## config.mk

```make
export PLATFORM = sky130hd
export DESIGN_NAME = fsm_job_dispatcher
export DESIGN_NICKNAME = d
export VERILOG_FILES = /design/src/rtl/fsm_job_dispatcher.sv
export SDC_FILE = /design/constraint.sdc
export NUM_CORES = 1
export LEC_CHECK = 0
export ABC_AREA = 1
export ABC_CLOCK_PERIOD_IN_PS = 2400
export CORE_MARGIN = 3
export CORE_UTILIZATION = 56
export CTS_CLUSTER_DIAMETER = 50
export DETAILED_ROUTE_END_ITERATION = 12
export GPL_TIMING_DRIVEN = 0
export PLACE_DENSITY = 0.89
export SLEW_MARGIN = 20
export SYNTH_ARGS = -nofsm -noshare
export SYNTH_HDL_FRONTEND = slang
export SYNTH_SLANG_ARGS = --single-unit
```

## constraint.sdc

```tcl
create_clock -name clk -period 2.4 [get_ports clk]
set_input_delay 0.36 -clock clk [delete_from_list [all_inputs] [get_ports clk]]
set_output_delay 0.36 -clock clk [all_outputs]
set_load 0.01 [all_outputs]
```

## src/rtl/fsm_job_dispatcher.sv

```systemverilog
// Job dispatcher: queues job requests and feeds them one at a time
// to a start/done control FSM, reporting completion or watchdog timeout.
module fsm_job_dispatcher #(
  parameter int ID_W    = 4,
  parameter int DEPTH   = 4,
  parameter int TIMEOUT = 32,
  parameter int TMR_W   = 8,
  localparam int CNT_W  = $clog2(DEPTH + 1),
  localparam int PTR_W  = $clog2(DEPTH)
) (
  input  logic             clk,
  input  logic             rst,
  input  logic             req_valid,
  input  logic [ID_W-1:0]  req_id,
  output logic             req_ready,
  output logic             start,
  input  logic             done,
  output logic             cmp_valid,
  output logic [ID_W-1:0]  cmp_id,
  output logic             cmp_timeout,
  output logic             busy,
  output logic [CNT_W-1:0] pending
);

  typedef enum logic [1:0] {
    IDLE,
    ISSUE,
    WAIT,
    REPORT
  } state_e;

  localparam logic [CNT_W-1:0] DEPTH_C = CNT_W'(DEPTH);
  localparam logic [TMR_W-1:0] TMO_C   = TMR_W'(TIMEOUT - 1);

  state_e             state_q, state_d;
  logic [TMR_W-1:0]   tmr_q, tmr_d;
  logic [CNT_W-1:0]   pending_q, pending_d;
  logic [PTR_W-1:0]   wr_ptr_q, rd_ptr_q;
  logic [ID_W-1:0]    mem_q [DEPTH];
  logic [ID_W-1:0]    cur_id_q;
  logic [ID_W-1:0]    cmp_id_q;
  logic               start_q, busy_q;
  logic               cmp_valid_q, cmp_to_q;
  logic               to_d;
  logic               push, pop;

  // No full-bypass: a full FIFO refuses even when a pop is happening.
  assign req_ready = (pending_q < DEPTH_C);
  assign push      = req_valid && req_ready;
  assign pop       = (state_q == IDLE) && (pending_q != '0);

  assign start       = start_q;
  assign busy        = busy_q;
  assign cmp_valid   = cmp_valid_q;
  assign cmp_id      = cmp_id_q;
  assign cmp_timeout = cmp_to_q;
  assign pending     = pending_q;

  // Next state, watchdog timer and timeout flag
  always_comb begin
    state_d = state_q;
    tmr_d   = tmr_q;
    to_d    = 1'b0;
    unique case (state_q)
      IDLE: begin
        if (pending_q != '0) state_d = ISSUE;
      end
      ISSUE: begin
        tmr_d   = '0;
        state_d = WAIT;
      end
      WAIT: begin
        tmr_d = tmr_q + TMR_W'(1);
        if (done) begin
          state_d = REPORT;
        end else if (tmr_q == TMO_C) begin
          state_d = REPORT;
          to_d    = 1'b1;
        end
      end
      REPORT: begin
        state_d = IDLE;
      end
      default: state_d = IDLE;
    endcase
  end

  // Occupancy update from push/pop
  always_comb begin
    pending_d = pending_q;
    unique case ({push, pop})
      2'b10:   pending_d = pending_q + CNT_W'(1);
      2'b01:   pending_d = pending_q - CNT_W'(1);
      default: pending_d = pending_q;
    endcase
  end

  // FIFO storage, not reset
  always_ff @(posedge clk) begin
    if (push) mem_q[wr_ptr_q] <= req_id;
  end

  // State, pointers and registered outputs
  always_ff @(posedge clk or posedge rst) begin
    if (rst) begin
      state_q     <= IDLE;
      tmr_q       <= '0;
      pending_q   <= '0;
      wr_ptr_q    <= '0;
      rd_ptr_q    <= '0;
      cur_id_q    <= '0;
      cmp_id_q    <= '0;
      start_q     <= 1'b0;
      busy_q      <= 1'b0;
      cmp_valid_q <= 1'b0;
      cmp_to_q    <= 1'b0;
    end else begin
      state_q     <= state_d;
      tmr_q       <= tmr_d;
      pending_q   <= pending_d;
      start_q     <= (state_d == ISSUE);
      busy_q      <= (state_d != IDLE);
      cmp_valid_q <= (state_d == REPORT);
      cmp_to_q    <= to_d;
      if (push) wr_ptr_q <= wr_ptr_q + PTR_W'(1);
      if (pop) begin
        rd_ptr_q <= rd_ptr_q + PTR_W'(1);
        cur_id_q <= mem_q[rd_ptr_q];
      end
      if (state_q == WAIT && state_d == REPORT) cmp_id_q <= cur_id_q;
    end
  end

endmodule
```

# Yosys cells after proc, flatten, opt, wreduce, memory -nomap -nowiden
# Memory sizes are Yosys's and may differ from the RTL's. A register that Yosys moved wholly into a read port is not among the register bits.
# Cells that the tools add are included.
[totals] output_inout_bits=12 input_bits=8 regBits=25 ram_bits=16 memories=1 elab_cells=44
[classes] eq_ne=8 magnitude_cmp=1 n_addsub=5 mux=11 n_reduce_logical=8
[mem_list] memory="mem_q" depth=4 word_bits=4 rd=1 rd_clocked_by_memory_dff=1 write_ports=1 line="39" text="logic [ID_W-1:0] mem_q [DEPTH];"
[op_table] op="$pmux W8 S2" count=1
[op_table] op="$add A8 B1 Y8 const B" count=1
[op_table] op="$eq A2 B2 Y1 const B" count=4
[op_table] op="$eq A8 B5 Y1 const B" count=1
[op_table] op="$pmux W2 S4" count=1
[op_table] op="$eq A2 B1 Y1 const B" count=3
[op_table] op="$mux W2" count=3
[op_table] op="$pmux W3 S2" count=1
[op_table] op="$reduce_bool A2 Y1" count=3
[op_table] op="$mux W1" count=5
[op_table] op="$add A2 B1 Y2 const B" count=2
[op_table] op="$add A3 B1 Y3 const B" count=1
[op_table] op="$logic_and A1 B1 Y1" count=3
[op_table] op="$lt A3 B3 Y1 const B" count=1
[op_table] op="$reduce_bool A3 Y1" count=1
[op_table] op="$sub A3 B1 Y3 const B" count=1
[op_table] op="$logic_not A2 Y1" count=1

# Depth between registers and ports, before layout
[logic_depth] word_depth=6 mapped_depth=11 ltp_nobuf=10

# Least setup slack after synthesis
# Ideal clock, no wire load.
[synth_timing] path_type="register to register" start="register state_q[0]" end="register pending_q[2] (netlist: pending[2])" path_stages_with_launch=12 slack_ps=368 n_path_buf=1 synth_period_minus_slack_ps=2032 required_ps=2269 t_arrival_ps=1901 setup_time_ps=131 path_cell_list="dfrtp_1 -> inv_1 -> ha_1 -> inv_1 -> nor2_1 -> buf_2 -> ha_1 -> inv_1 -> fa_1 -> a21oi_1 -> o21ai_0 -> xor2_1"
[synth_via] elab_chain_len=4 word_cells_on_any_way=6 cone_classes="eq/ne: 2; mux: 1; reduce/logical: 3"
[synth_lines] element="from (decl)" line="35" text="state_e state_q, state_d;"
[synth_lines] element="from (signal assigned)" line="118" text="state_q <= state_d;"
[synth_lines] element="$logic_not A2 Y1 (*)" line="50" text="assign pop = (state_q == IDLE) && (pending_q != '0);"
[synth_lines] element="$logic_and A1 B1 Y1 (*)" line="50"
[synth_lines] element="net pop" line="45" text="logic push, pop;"
[synth_lines] element="$eq A2 B1 Y1 or $eq A2 B2 Y1 (tied branches)" line="91" text="unique case ({push, pop})"
[synth_lines] element="$pmux W3 S2 or $reduce_bool A2 Y1 (tied branches)"
[synth_lines] element="to (signal assigned)" line="120" text="pending_q <= pending_d;"
[synth_lines] element="to (decl)" line="37" text="logic [CNT_W-1:0] pending_q, pending_d;"
# Mark *: on every way through the listed nets, which the timed path passes. The rest lies on a longest branch.
# A chain may end at the register's enable or synchronous reset.

# Worst setup path after layout
# Ends and elaborated chain as after synthesis.

==> results.toml <==
[floorplan]
die_area_mm2 = 0.004422
io-pin-count = 20
initial_core_util = 0.5954
die_h_um = 66.50
placement_rows = 21
core_area_mm2 = 0.003442
die-width_um = 66.50

[final_layout]
finalNetCount = 240
final_common_cell = "nor2_1"
stdcell_area_mm2 = 0.002407
drive_above_1_share = 0.09865
layout_common_cells = "nor2_1, dfrtp_1, inv_1, nand2_1, clkdlybuf4s50_1"
area_delta_synth_final_pct = 17.46
n_diodes = 0

[clocking]
tritoncts_buffer_count = 5
postCtsResizedCells = 0
cts_root_buffer = "clkbuf_8"
cts-htree-levels = 2
clk_latency_ps = 300
cts_sinks = 45
tritoncts = "done"
post-cts-setup-buffer-count = 0
cts.path.max_buffers = 2
clkSlewWorstSetupHoldPaths_ps = 80
postCtsHoldBufs = 0

[drt]
detail-route-antenna-nets = 0
dr.first_iter.drc_count = 78
detail_route.wirelength_um = 3272
drt-wirelength-per-cell_um = 12.16
num_vias = 1369
firstDrtPassIters = 4
drc = 0
viasPerCell = 5.089

[grt]
grt_remaining_overflow = 0
pin_count_of_the_biggest_net_entering_global_routing = 30
first_pass_grt_wire_length_um = 5706
first_global_vias = 1372
grtUsageTotal = 0.1732
antenna_found_initial = 0

[critical_path]
worst_reg2reg_setup_slack_ps = 200
worstPathCellList = "inv_1 > ha_1 > inv_1 > nor2_1 > buf_2 > ha_1 > inv_1 > fa_1 > a21oi_1 > o21ai_0 > xor2_1"
critPathKind = "flip-flop to flip-flop"
r2r_start = "state_q[0]"
worst_setup_path_start_kind = "flip-flop"
cp_common_cell = "inv_1"
cp.required_ps = 2580
arrival_ps = 2380
cpMaxStageDelayCell = "dfrtp_1"
worst_path_largest_cell_delay_ps = 420
worst-r2r-cell-count = 11
worstPathMaxFanout = 10
endpoint_kind = "flip-flop"
regToRegEndpoint = "pending[2]"

[pwr]
power.leakage_nw = 1.024
power_density_mw_per_mm2 = 1253
ir_worst_vdd_mv = 0.6538

[placed_design]
port_buffers = 19
place_worst_setup_slack_ps = 217.8
place_area_mm2 = 0.002297
place_hpwl_um = 2443
finalWeightedCongestion = 0.7434

[synthesis]
syn_inst = 196
synth_cell_types = 28
synth_seq_cells = 45
synth_warnings = 0
share_of_synthesized_area_occupied_by_flip_flops_and_latches = 0.5885
netlist_area_mm2 = 0.002049
mappedNetlistNets = 214
post_synth.cell_area_avg_um2 = 10.46

[sta]
rsz0062_at_grt = "no"
timing.slew.headroom = 0.6064
layout_setup_ws_ps = 199.3
fin_crit_sh = 0.9169
worst_skew_ps = 4.398
slew_viol_final = 0
finalSetupTns_ps = 0
fmax_achieved_ghz = 0.4544
setup_violations = 0
timing_worst_slew_pin_value_ps = 589.5
final.min_clock_period_ps = 2201
hold_violations = 0

[outcome]
status = "completed"

[flow_run]
cap_viol_max_count = 0

[min_path]
worst_hold_path_type = "input pin to async pin"
==> routing by layer <==
metal  global-route usage  routed length [um]  up-vias
li1                     -                   -      693
met1               0.1846                1351      640
met2               0.3172                1733       30
met3              0.05059                 131        6
met4              0.06853                  55        0
met5                    0                   0        -
==> cells by family after synthesis <==
kind of cell	share of synthesized area
simple gates	0.1874
fa+ha+maj	0.06471
flops	0.5885
buf+inv	0.05800
xor+xnor	0.02137
compound gates	0.07997
==> synth_stat cells <==
library cell  count  area share
ha_1              9       0.055
nor3_4            2       0.016
o21ai_0          11       0.027
nor3_1            4      0.0098
fa_1              1      0.0098
inv_1            24       0.044
dfrtp_1          29        0.35
o21ai_1           1      0.0024
nor2_2            1      0.0031
nand4_4           1       0.010
nand3_1           3      0.0073
edfxtp_1         16        0.23
a21oi_4           2       0.016
and3_1            1      0.0031
xnor2_1           1      0.0043
buf_2             2      0.0049
nand2_2           2      0.0061
nor3b_1           1      0.0037
inv_2             2      0.0037
buf_6             1      0.0055
a31oi_1           4       0.012
nor2_1           37       0.068
nand4_1           4       0.012
xor2_1            4       0.017
nor3b_2           1      0.0061
nand2_1          23       0.042
o22ai_1           1      0.0031
a21oi_1           8       0.020
==> area by class of cell <==
cell class	instances	area [um2]
sequential	45	1206
timing repair buffer	19	190.2
clock inverter	3	41.29
buffer	3	21.27
clock buffer	5	68.82
tap	46	57.56
fill	261	1035
multi-input combinational	122	724.4
inverter	26	97.59
==> flip-flops by register name, summed over array words and instances, names as in the netlist <==
| name | flops |
|---|---|
| tmr_q | 8 |
| cur_id_q | 4 |
| state_q | 2 |
| cmp_timeout | 1 |
| start | 1 |
| pending | 3 |
| wr_ptr_q | 2 |
| busy | 1 |
| cmp_id | 4 |
| rd_ptr_q | 2 |
| mem_q | 16 |
| cmp_valid | 1 |
==> how the worst max path moves through the flow <==
| stage | startpoint | endpoint | slack, ps |
|---|---|---|---|
| floorplan | state_q[0] | pending[2] | 370 |
| global placement | state_q[0] | pending[2] | 230 |
| detailed placement | state_q[0] | pending[2] | 220 |
| CTS | state_q[0] | pending[2] | 200 |
| global route | state_q[0] | pending[2] | 30 |
| finish | state_q[0] | pending[2] | 200 |
==> metrics by stage <==
step	cells	utilization	hold slack, ps	power [mW]
4_1_cts	269	0.6994	490.1	3.045
3_5_place_dp	261	0.6674	469.5	2.493
3_3_place_gp	261	0.6674	465.0	2.432
6_report	269	0.6994	446.3	3.016
2_1_floorplan	196	-	430.3	2.098
5_1_grt	269	0.6994	512.8	3.272
==> worst max-delay path: cells and delay by family (launching register included) <==
family                     cells  cell delay, ps
adders and majority gates      3             710
buffers and inverters          4             450
and+or+nand+nor                1             110
DFF                            1             420
xor gates and xnor gates       1             150
AOI/OAI and AO/OA              2             250
==> report_power, final <==
group | switching, mW | total (mW) | internal (mW) | leakage [nW]
Sequential | 0.151 | 1.18 | 1.03 | 0.505
Combinational | 0.751 | 1.29 | 0.534 | 0.467
Clock | 0.248 | 0.554 | 0.306 | 0.0518
Total | 1.15 | 3.02 | 1.87 | 1.02
Note: power is estimated with default switching activity, not from simulation.
